--- src/rtl/mips_pkg.sv ---
// Shared definitions for the MIPS fetch-stage sequencing logic.
package mips_pkg;

    typedef enum logic [2:0] {
        ST_IDLE   = 3'd0,
        ST_RUN    = 3'd1,
        ST_STEP   = 3'd2,
        ST_DRAIN  = 3'd3,
        ST_HALTED = 3'd4
    } pc_state_t;

    localparam int INSTR_BYTES          = 4;
    localparam int DEFAULT_DRAIN_CYCLES = 4;

endpackage

--- src/rtl/pc_next_sel.sv ---
// Next-fetch-address select: branch target over jump target over sequential PC.
module pc_next_sel
    import mips_pkg::*;
#(
    parameter int N_BITS = 32
) (
    input  logic [N_BITS-1:0] pc,
    input  logic              branch_taken,
    input  logic [N_BITS-1:0] branch_addr,
    input  logic              jump,
    input  logic [N_BITS-1:0] jump_addr,
    output logic [N_BITS-1:0] next_addr
);

    localparam logic [N_BITS-1:0] PC_INC = N_BITS'(INSTR_BYTES);

    logic [N_BITS-1:0] pc_plus4;

    // Wraps modulo 2^N_BITS by construction.
    assign pc_plus4 = pc + PC_INC;

    always_comb begin
        next_addr = pc_plus4;
        if (branch_taken)
            next_addr = branch_addr;
        else if (jump)
            next_addr = jump_addr;
    end

endmodule

--- src/rtl/pc_controller.sv ---
// Fetch sequencing FSM: run/step modes, hazard stall, redirect flush, HALT drain
// and an enabled-cycle counter.
module pc_controller
    import mips_pkg::*;
#(
    parameter int N_BITS       = 32,
    parameter int DRAIN_CYCLES = DEFAULT_DRAIN_CYCLES
) (
    input  logic              i_clk,
    input  logic              i_reset,
    input  logic              i_start_cont,
    input  logic              i_start_step,
    input  logic              i_step,
    input  logic              i_stall,
    input  logic              i_branch_taken,
    input  logic [N_BITS-1:0] i_branch_addr,
    input  logic              i_jump,
    input  logic [N_BITS-1:0] i_jump_addr,
    input  logic              i_halt,
    input  logic [N_BITS-1:0] i_pc,
    output logic [N_BITS-1:0] o_address,
    output logic              o_valid,
    output logic              o_pipe_en,
    output logic              o_flush_if,
    output logic [2:0]        o_state,
    output logic              o_halted,
    output logic [31:0]       o_cycle_count
);

    localparam int CNT_W = (DRAIN_CYCLES > 1) ? $clog2(DRAIN_CYCLES) : 1;
    localparam logic [CNT_W-1:0] DRAIN_LOAD = CNT_W'(DRAIN_CYCLES - 1);

    pc_state_t        state;
    logic             drain_mode;
    logic [CNT_W-1:0] drain_cnt;
    logic             halt_fire;
    logic             halt_block;

    pc_next_sel #(.N_BITS(N_BITS)) u_next_sel (
        .pc           (i_pc),
        .branch_taken (i_branch_taken),
        .branch_addr  (i_branch_addr),
        .jump         (i_jump),
        .jump_addr    (i_jump_addr),
        .next_addr    (o_address)
    );

    always_comb begin
        o_pipe_en = 1'b0;
        case (state)
            ST_RUN:   o_pipe_en = 1'b1;
            ST_STEP:  o_pipe_en = i_step;
            ST_DRAIN: o_pipe_en = drain_mode ? i_step : 1'b1;
            default:  o_pipe_en = 1'b0;
        endcase
    end

    // A stalled HALT is not yet decoded for real; it fires once the stall clears.
    assign halt_fire  = ((state == ST_RUN) || (state == ST_STEP)) &&
                        o_pipe_en && i_halt && !i_stall;
    assign halt_block = halt_fire || (state == ST_DRAIN);
    assign o_valid    = o_pipe_en && !i_stall && !halt_block;
    assign o_flush_if = o_pipe_en && !i_stall && (i_branch_taken || i_jump);
    assign o_state    = state;

    always_ff @(posedge i_clk) begin
        if (!i_reset) begin
            state         <= ST_IDLE;
            drain_mode    <= 1'b0;
            drain_cnt     <= '0;
            o_halted      <= 1'b0;
            o_cycle_count <= '0;
        end else begin
            if (o_pipe_en && (o_cycle_count != 32'hFFFF_FFFF))
                o_cycle_count <= o_cycle_count + 32'd1;

            case (state)
                ST_IDLE: begin
                    if (i_start_cont)
                        state <= ST_RUN;
                    else if (i_start_step)
                        state <= ST_STEP;
                end
                ST_RUN, ST_STEP: begin
                    if (halt_fire) begin
                        state      <= ST_DRAIN;
                        drain_cnt  <= DRAIN_LOAD;
                        drain_mode <= (state == ST_STEP);
                    end
                end
                ST_DRAIN: begin
                    if (o_pipe_en) begin
                        if (drain_cnt == '0) begin
                            state    <= ST_HALTED;
                            o_halted <= 1'b1;
                        end else begin
                            drain_cnt <= drain_cnt - 1'b1;
                        end
                    end
                end
                ST_HALTED: state <= ST_HALTED;
                default:   state <= ST_IDLE;
            endcase
        end
    end

endmodule
--- config.mk ---
export PLATFORM = sky130hd
export DESIGN_NAME = pc_controller
export DESIGN_NICKNAME = d
export VERILOG_FILES = /design/src/rtl/mips_pkg.sv /design/src/rtl/pc_next_sel.sv /design/src/rtl/pc_controller.sv
export SDC_FILE = /design/constraint.sdc
export NUM_CORES = 1
export LEC_CHECK = 0
export CAP_MARGIN = 20
export CORE_MARGIN = 4
export CORE_UTILIZATION = 35
export DETAILED_ROUTE_END_ITERATION = 16
export PLACE_DENSITY = 0.72
export SLEW_MARGIN = 40
export SYNTH_ARGS = -nofsm -noshare
export SYNTH_HDL_FRONTEND = slang
export SYNTH_SLANG_ARGS = --single-unit
--- constraint.sdc ---
create_clock -name i_clk -period 2.6 [get_ports i_clk]
set_clock_uncertainty 0.05 [all_clocks]
set_input_delay 0.52 -clock i_clk [delete_from_list [all_inputs] [get_ports i_clk]]
set_output_delay 0.52 -clock i_clk [all_outputs]
set_load 0.1 [all_outputs]
==> impl_results.md <==
* Crit share post-route at 106%
* GRT Overall Usage at 25.9%
* Pre-CTS WS at -488 ps
* Crit. End Element: output port
* Vias in the first global route at 4543
* Core Area at 9280 µm²
* Total negative slack at -1370 ps
* Ys Warns at 0
* Drt wl/cell at 18.1 µm
* Drt drc at 0
* Syn Area/Cell at 7.07 µm²
* #FFs+latches synth at 39
* Switching share of power at 43.3%
* Peak VDD IR at 353 µV
* Sink Count at 39
* Most frequent cell after synthesis: nand2_1
* Final hold violation count at 0
* PortBufs at 175
* Worst Hold Class: reg2reg
* Cell Area, Synth at 3360 µm²
* Mapped Cells at 475
* Area Overhead vs Synth at 101%
* Fin. max-slew vios at 0
* Detailed-route via count at 4614
* ANT nets after route at 0
* Die area at 11200 µm²
* First-pass GRT wire length at 23.8 mm
* Layout cells sized above 1 at 38.2%
* Arrival time at the worst endpoint at 2180 ps
* Fraction of registers with async set/reset at 0%
* Clk pwr share at 19.9%
* I/O Pins at 176
* Power density over cell area at 393 nW/µm²
* Top cells by count, synth: nand2_1 (52), a21oi_1 (41), dfxtp_1 (39), o21ai_0 (33), nor2_1 (29)
* Hold slack at 407 ps
* Hold bufs inserted after CTS at 0
* Die Y at 106 µm
* Max Freq at 364 MHz
* RSZ-0062 raised after global routing: yes
* H-Tree Depth at 2
* Initial antenna violation count at 0
* Worst slew pin tran at 575 ps
* Fin crit period at 2750 ps
* Worst relative slew slack at 61.6%
* Die width at 106 µm
* Diode count at 0
* Status: complete, but fails checks
* Starting density of the core at 36.2%
* Flop pwr share at 24.8%
* Clock Latency Late Sink at 300 ps
* Switching pwr at 1.15 mW
* Initial drt markers at 210
* Final setup viols at 13
* Synth top area share at 23.2%
* Main area contributors after synthesis: dfxtp_1 (23%), a21oi_1 (6.1%), nand2_1 (5.8%)
* Final wirelength at 15.1 mm
* Int Power at 1.50 mW
* Crit path max fanout at 5
* CTS max path bufs at 2
* CTS tree: built
* DP HPWL at 11.7 mm
* Root buffer cell: clkbuf_8
* Total Power at 2.65 mW
* Sequential cell area fraction in the yosys report at 23.2%
* Pleak at 2.67 nW
* Synth area leader: dfxtp_1
* GRT overflow at 0
* Clock slew at reported path FFs at 70 ps
* Worst EP required at 2030 ps
* Post-synth EDFFs at 0
* DRT Pass-1 Iters at 4
* Failing checks: setup timing
* Max-cap violations at 0
* CP Launch Type: input pin
* Final core occ at 72.6%
* Distinct cells, synth at 55
* Largest net degree at the start of global routing at 26
* Vias per inst at 5.51
* Fin nets at 816
* Logic pwr share at 55.3%
* Top_reg_cell synth: dfxtp_1
* Num rows at 35
* RePlAce Congestion at 0.889
* CTS Buf Count at 5
* Syn_nets at 583
* Final WS setup at -150 ps
* Crit path kind: in2out
-- registers in the layout, summed over array words and instances (netlist names) --
register / cells
drain_cnt: 2
drain_mode: 1
o_cycle_count: 32
o_halted: 1
o_state: 3
-- worst max-delay path, stage by stage --
cell	delay, ps
buf_6	70
nand4_1	130
buf_6	150
buf_6	100
nor4_2	200
buf_4	170
buf_12	110
buf_6	90
a21o_1	110
a21oi_2	70
o31ai_4	240
buf_12	210
-- through the flow --
step,instances,instance area [µm²]
6_report,838,6740
5_1_grt,838,6740
4_1_cts,834,6580
3_5_place_dp,813,6260
3_3_place_gp,813,6260
2_1_floorplan,475,3730
-- power by group through the flow --
stage,clock network [mW],registers (mW),logic [mW]
final,0.528,0.657,1.46
after global routing,0.557,0.663,1.52
after CTS,0.539,0.657,1.44
after detailed placement,0,0.671,1.43
after global placement,0,0.668,1.42
after floorplan,0,0.775,0.746
-- cell type report --
cell class              instances  area [µm²]
fillers                       699        2540
repair buffers                255        2660
clock buffers                   6        82.6
multi-input cells             396        2950
flip-flops and latches         39         818
clock inverters                 2        35.0
well taps                     129         161
inverters                      11        41.3
-- cell families (layout without fill, tap and decap cells) --
logic type,after synthesis,after routing,share of synthesized area (%)
xor+xnor,20,20,5.21
simple gates,220,221,35.1
fa+ha+maj,3,3,1.12
compound gates,136,136,25.4
mux,16,16,4.80
flops,39,39,23.2
buf+inv,41,274,5.07
-- what timing repair did --
action                                  CTS  global route
cloned                                    2             0
endpoints found under the hold margin     0             0
resized for setup                        98            31
buffers inserted                         11             5
pin swaps                                23            27
endpoints found under the setup margin   27            21
-- placed cells by master (no fill, tap or decap), types with 8 or more instances in the layout --
cell	synthesis	final
a21oi_1	41	31
or3_1	13	13
and4_1	8	8
dfxtp_1	39	11
mux2i_1	15	15
o21ai_4	0	8
clkdlybuf4s50_1	0	79
nor2b_1	14	14
inv_1	11	11
o31ai_4	0	10
buf_6	2	22
dfxtp_2	0	27
xor2_1	9	9
nor2_1	29	27
and3_1	11	9
nand3_1	25	21
nor3_1	14	9
xnor2_1	11	9
o21ai_0	33	19
buf_4	0	99
nand2_1	52	51
nand4_1	23	23
buf_12	0	37
-- per-layer routing --
metal / share of wire, % / global-route usage (%)
met1: 43 / 33.1
met2: 49 / 45.3
met3: 6.3 / 3.95
met4: 2.0 / 6.75
met5: 0 / 0
-- final timing paths --
| path | start | to | slack (ps) | cells past startpoint |
|---|---|---|---|---|
| min | o_cycle_count[9]$_SDFFE_PN0P_ | o_cycle_count[9]$_SDFFE_PN0P_ | 410 | 1 |
| max reg2reg | o_state[1]$_SDFFE_PN0P_ | o_cycle_count[19]$_SDFFE_PN0P_ | 260 | 5 |
| max | i_pc[4] | o_address[26] | -150 | 12 |
| min reg2reg | o_cycle_count[9]$_SDFFE_PN0P_ | o_cycle_count[9]$_SDFFE_PN0P_ | 410 | 1 |
(Power assumes the default switching activity.)
